<file path="src/rtl/grant_sequencer.sv">
// rtl/grant_sequencer.sv - holds one-hot grants for a shared resource; optional ROUND_ROBIN_EN selects rotating priority
module grant_sequencer #(
  parameter int N        = 8,
  parameter int ID_W     = 3,
  parameter int MAX_HOLD = 15
) (
  input  logic            clk,
  input  logic            rst_n,
  input  logic [N-1:0]    req,
  input  logic            done,
  output logic [N-1:0]    grant,
  output logic            grant_valid,
  output logic [ID_W-1:0] grant_id,
  output logic [N-1:0]    pending,
  output logic            timeout,
  output logic            busy
);

  typedef enum logic [1:0] {S_IDLE, S_GRANT, S_RELEASE} state_t;

  state_t          state, state_next;
  logic [7:0]      hold_cnt;
  logic [N-1:0]    src;
  logic [N-1:0]    pick;
  logic [ID_W-1:0] pick_id;
  logic            done_hit;
  logic            expire;
  logic            clr_en;
  logic            start;

`ifdef ROUND_ROBIN_EN
  logic [ID_W-1:0] last_id;
  logic [N-1:0]    above;

  // Candidates strictly above the last grantee, wrapping to all pending bits when none.
  always_comb begin
    above = '0;
    for (int i = 0; i < N; i++) begin
      if (i > int'(last_id)) above[i] = pending[i];
    end
    src = (|above) ? above : pending;
  end
`else
  // Fixed priority: every pending bit competes, lowest index wins.
  always_comb begin
    src = pending;
  end
`endif

  // Lowest set bit of the candidate set and its binary index.
  always_comb begin
    pick    = '0;
    pick_id = '0;
    for (int i = N - 1; i >= 0; i--) begin
      if (src[i]) begin
        pick    = N'(1) << i;
        pick_id = ID_W'(i);
      end
    end
  end

  // Release conditions; done outranks the hold timeout.
  always_comb begin
    done_hit = (state == S_GRANT) && done;
    expire   = (state == S_GRANT) && !done && (hold_cnt == 8'(MAX_HOLD - 1));
    clr_en   = done_hit || expire;
    start    = (state == S_IDLE) && (|pending);
  end

  // State register.
  always_ff @(posedge clk or negedge rst_n) begin
    if (!rst_n) state <= S_IDLE;
    else        state <= state_next;
  end

  // Next-state logic.
  always_comb begin
    state_next = state;
    case (state)
      S_IDLE:    if (start) state_next = S_GRANT;
      S_GRANT:   if (clr_en) state_next = S_RELEASE;
      S_RELEASE: state_next = S_IDLE;
      default:   state_next = S_IDLE;
    endcase
  end

  // State-decoded outputs.
  always_comb begin
    grant_valid = (state == S_GRANT);
    busy        = (state != S_IDLE);
  end

  // Pending accumulation, grant capture, hold counter and timeout pulse.
  always_ff @(posedge clk or negedge rst_n) begin
    if (!rst_n) begin
      pending  <= '0;
      grant    <= '0;
      grant_id <= '0;
      hold_cnt <= '0;
      timeout  <= 1'b0;
    end else begin
      // A request landing in its own clear cycle survives because req is ORed last.
      pending <= (pending & ~(clr_en ? grant : '0)) | req;
      timeout <= expire;
      if (start) begin
        grant    <= pick;
        grant_id <= pick_id;
        hold_cnt <= '0;
      end else if (clr_en) begin
        grant    <= '0;
        grant_id <= '0;
        hold_cnt <= '0;
      end else if (state == S_GRANT) begin
        hold_cnt <= hold_cnt + 8'd1;
      end
    end
  end

`ifdef ROUND_ROBIN_EN
  // Remember the most recent grantee for the rotating search.
  always_ff @(posedge clk or negedge rst_n) begin
    if (!rst_n)     last_id <= ID_W'(N - 1);
    else if (start) last_id <= pick_id;
  end
`endif

endmodule

</file>
<file path="config.mk">
export PLATFORM = sky130hd
export DESIGN_NAME = grant_sequencer
export DESIGN_NICKNAME = d
export VERILOG_FILES = /design/src/rtl/grant_sequencer.sv
export SDC_FILE = /design/constraint.sdc
export NUM_CORES = 1
export LEC_CHECK = 0
export CAP_MARGIN = 40
export CORE_ASPECT_RATIO = 0.9
export CORE_MARGIN = 4
export CORE_UTILIZATION = 44
export CTS_CLUSTER_SIZE = 30
export DETAILED_ROUTE_END_ITERATION = 6
export GPL_TIMING_DRIVEN = 1
export MAX_ROUTING_LAYER = met4
export PLACE_DENSITY = 0.77
export SLEW_MARGIN = 10
export SYNTH_ARGS = -nofsm -noshare
export SYNTH_HDL_FRONTEND = slang
export SYNTH_SLANG_ARGS = --single-unit
</file>
<file path="constraint.sdc">
create_clock -name clk -period 1.78 [get_ports clk]
set_input_delay 0.267 -clock clk [delete_from_list [all_inputs] [get_ports clk]]
set_output_delay 0.267 -clock clk [all_outputs]
set_load 0.005 [all_outputs]
</file>
==> summary.md <==
| Metric | Value |
|---|---|
| Number of synthesized flops with an enable pin | `0` |
| Placed cell areas | `just under 2000 sq um` |
| I/O pins | `33` |
| CP Class | `register to output port` |
| Max_cap viols | `0` |
| Vias per inst | `5.31` |
| Max Slew Vio Count | `0` |
| Port bufs | `32` |
| Share of cells above drive strength 1 | `19.5%` |
| Compound-Gate Fraction of Synth Area | `around a fifth` |
| Endpoint of the worst register-to-register path | `grant[5]$_DFFE_PN0P_` |
| Pwr Density | `around 1100 nW/um^2` |
| Clock slew at reported path FFs | `about 0.060 ns` |
| Fin worst setup slack | `about 0.10 ns` |
| Clk network pwr share | `between 20% and 30%` |
| CP Data Required Time | `around 1.5 ns` |
| Setup TNS Final | `0 ns` |
| Ys Warns | `0` |
| Final setup violation count | `0` |
| Initial antenna violation count | `0` |
| Fin crit period | `1.68 ns` |
| Hold WS | `about 0.38 ns` |
| First-pass DRT Iterations | `4` |
| Syn Std Cell Area | `between 1000 and 1500 sq um` |
| Tightest Pin Transition | `~0.38 ns` |
| Final worst-path cycle share | `a little over nine tenths` |
| Antenna viol nets, final | `0` |
| DRC viols | `0` |
| Slew margin rel. | `about three quarters` |
| Worst reg2reg path depth | `5` |
| Dpl ws | `-0.0405 ns` |
| Sw Ratio | `between 30% and 40%` |
| Routed len/inst | `~15 microns` |
| Root Driver | `clkbuf_8` |
| Cell row count | `19` |
| Syn avg cell area | `just over 10 sq um` |
| Global-route usage over all layers | `20.4%` |
| CP Cell Sequence | `inv_2 -> nand2_1 -> inv_1 -> clkdlybuf4s50_1` |
| CTS tree | `yes` |
| Post-DP HPWL | `about 2700 microns` |
| Part of the power in registers | `slightly below 40%` |
| Worst VDD drop | `just over 0.7 mV` |
| Initial Utilization | `a little under half` |
| Syn-to-layout area delta | `42.1%` |
| Die Ht | `between 60 and 70 microns` |
| FFs w/ async S/R, synth | `100%` |
| Vias after detailed routing | `roughly 1300` |
| Post-synthesis mux area share | `0%` |
| Worst path bufs/invs | `3` |
| Worst skew pair latency | `around 0.28 ns` |
| HP Class | `primary input to async pin` |
| Full die area | `4270 sq um` |
| Gr ovfl total | `0` |
| Clock sinks | `30` |
| Maximum fanout along the worst path | `4` |
| CP peak stage delay | `0.49 ns` |
| Sequential fraction of the synthesis area | `51.9%` |
| Final WL | `roughly 3600 microns` |
| Status | `completed` |
| GPL Wtd Cong | `0.877` |
| Initial drt markers | `a little over 70` |
| Most used flip-flop cell after synthesis | `dfrtp_1` |
| Global-route wire length before repair | `roughly 6400 microns` |
| Final Hold Viols | `0` |
| Adder-Cell Fraction of Synth Area | `between 1.5 and 2%` |
| Critical Path AT | `1.41 ns` |
| Skew final | `about 0.0036 ns` |
| Synth Instances | `about 140` |
| Vias in the first global route | `roughly 1400` |
| Cell family with most CP delay | `buffers and inverters` |
| Nets | `about 210` |
| Number of synthesized register bits | `30` |
| Fin area | `a little over 2000 sq um` |
| Die X | `~70 microns` |
| H-tree depth | `2` |
| Antenna Cells | `0` |
| Combinational power share | `a little under two fifths` |
| Cts hold-fix bufs | `0` |
| Crit-path slowest cell | `clkdlybuf4s50_1` |
| Max clock buf depth | `2` |
| Yosys cell types | `39` |
| Internal power | `1.47 mW` |
| Highest achievable clock rate | `between 0.5 and 0.6 GHz` |
| Largest family of logic cells by synthesized area | `compound AO/OA/AOI/OAI gates` |
| Syn Nets | `154` |
| Core area | `about 3100 sq um` |
| Post-synthesis simple-gate area fraction | `between 10% and 20%` |
| Num CTS Buffers | `5` |
| Worst Setup Start Kind | `register` |
| Worst reg-to-reg setup slack | `0.11 ns` |
| Final Power | `~2.2 mW` |
| Largest net degree at the start of global routing | `31` |
| Worst r2r src | `pending[3]$_DFF_PN0_` |
| XOR/XNOR Fraction of Synth Area | `about 3.6%` |
| Crit. End Element | `output port` |
| Leak | `slightly below 0.9 nW` |
| Switch Pwr | `about 750 uW` |
-- through the flow --
stage | cells | utilization (%)
floorplan | 141 | -
global placement | 230 | 62.2
detailed placement | 230 | 62.2
CTS | 236 | 65.2
global route | 237 | 66.0
finish | 237 | 66.0
-- cells in the mapped netlist (3+ instances only) --
library cell / number / area share [%]
dfrtp_1: 30 / 52
nor2_1: 18 / 4.7
inv_1: 17 / 4.4
nand2_1: 12 / 3.1
a31oi_1: 8 / 3.5
xor2_1: 5 / 3.0
o21ai_0: 4 / 1.4
o21ai_1: 4 / 1.4
nand4_1: 3 / 1.3
o31ai_1: 3 / 1.6
-- sequential cells by signal, indices dropped and copies added, names as in the netlist --
register,cells
hold_cnt,8
pending,8
state,2
timeout,1
grant_id,3
grant,8
-- timing repair --
action	in CTS	in global routing
endpoints found under the hold margin	0	0
endpoints found under the setup margin	17	29
gates resized for setup	3	4
setup buffers	0	1
-- logic make-up (layout without fill, tap and decap cells) --
logic type / count (synthesis) / count (layout)
buffers and inverters: 20 / 74
XOR/XNOR: 6 / 6
AO/OA/AOI/OAI: 36 / 36
flip-flops: 30 / 30
AND/OR/NAND/NOR: 47 / 47
adder cells (fa/ha/maj): 2 / 2
-- routing by layer --
| layer | up-vias | part of all wire (%) | GRT usage, % |
|---|---|---|---|
| met4 | 0 | 0.80 | 5.21 |
| met5 | - | 0 | - |
| met1 | 609 | 44 | 26.2 |
| met3 | 6 | 5.5 | 7.37 |
| met2 | 41 | 50 | 30.3 |
| li1 | 602 | - | - |
-- area by class of cell --
cell class                 instances  area [sq um]
clock buffer                       6          82.6
fill                             255          1060
timing repair buffer              51           478
multi-input combinational         91           628
sequential                        30           751
inverter                          17          63.8
tap                               42          52.6
-- worst max path at each step --
stage | startpoint | end | slack (ns) | cells after the start
5_1_grt | state[1]$_DFFE_PN0P_ | grant_valid | -0.005 | 4
2_1_floorplan | pending[3]$_DFF_PN0_ | hold_cnt[2]$_DFFE_PN0P_ | 0.08 | 5
3_3_place_gp | hold_cnt[4]$_DFFE_PN0P_ | pending[3]$_DFF_PN0_ | 0.02 | 5
4_1_cts | hold_cnt[4]$_DFFE_PN0P_ | grant[0]$_DFFE_PN0P_ | 0.01 | 5
3_5_place_dp | pending[3]$_DFF_PN0_ | grant[0]$_DFFE_PN0P_ | -0.04 | 5
6_report | state[1]$_DFFE_PN0P_ | grant_valid | 0.10 | 4
-- cell usage in the layout, fill, tap and decap left out, drive strengths merged, types with 2 or more instances in the layout --
cell and instances:
o31ai 3, nand4 3, a21oi 2, ha 2
nor3 2, clkdlybuf4s50 31, and3 2, xor2 5
o311ai 3, clkbuf 6, nand3 2, a31oi 8
inv 17, dfrtp 30, o22ai 3, buf 19
nor2 19, nand2 12, o21ai 10, or4 2
-- power groups by stage --
stage | Sequential (mW) | Combinational (mW) | Clock [mW]
after floorplan | 0.876 | 0.371 | 0
after global placement | 0.863 | 0.781 | 0
after detailed placement | 0.868 | 0.808 | 0
after CTS | 0.861 | 0.818 | 0.542
after global routing | 0.877 | 0.915 | 0.577
final | 0.863 | 0.824 | 0.531
(Power assumes the default switching activity.)
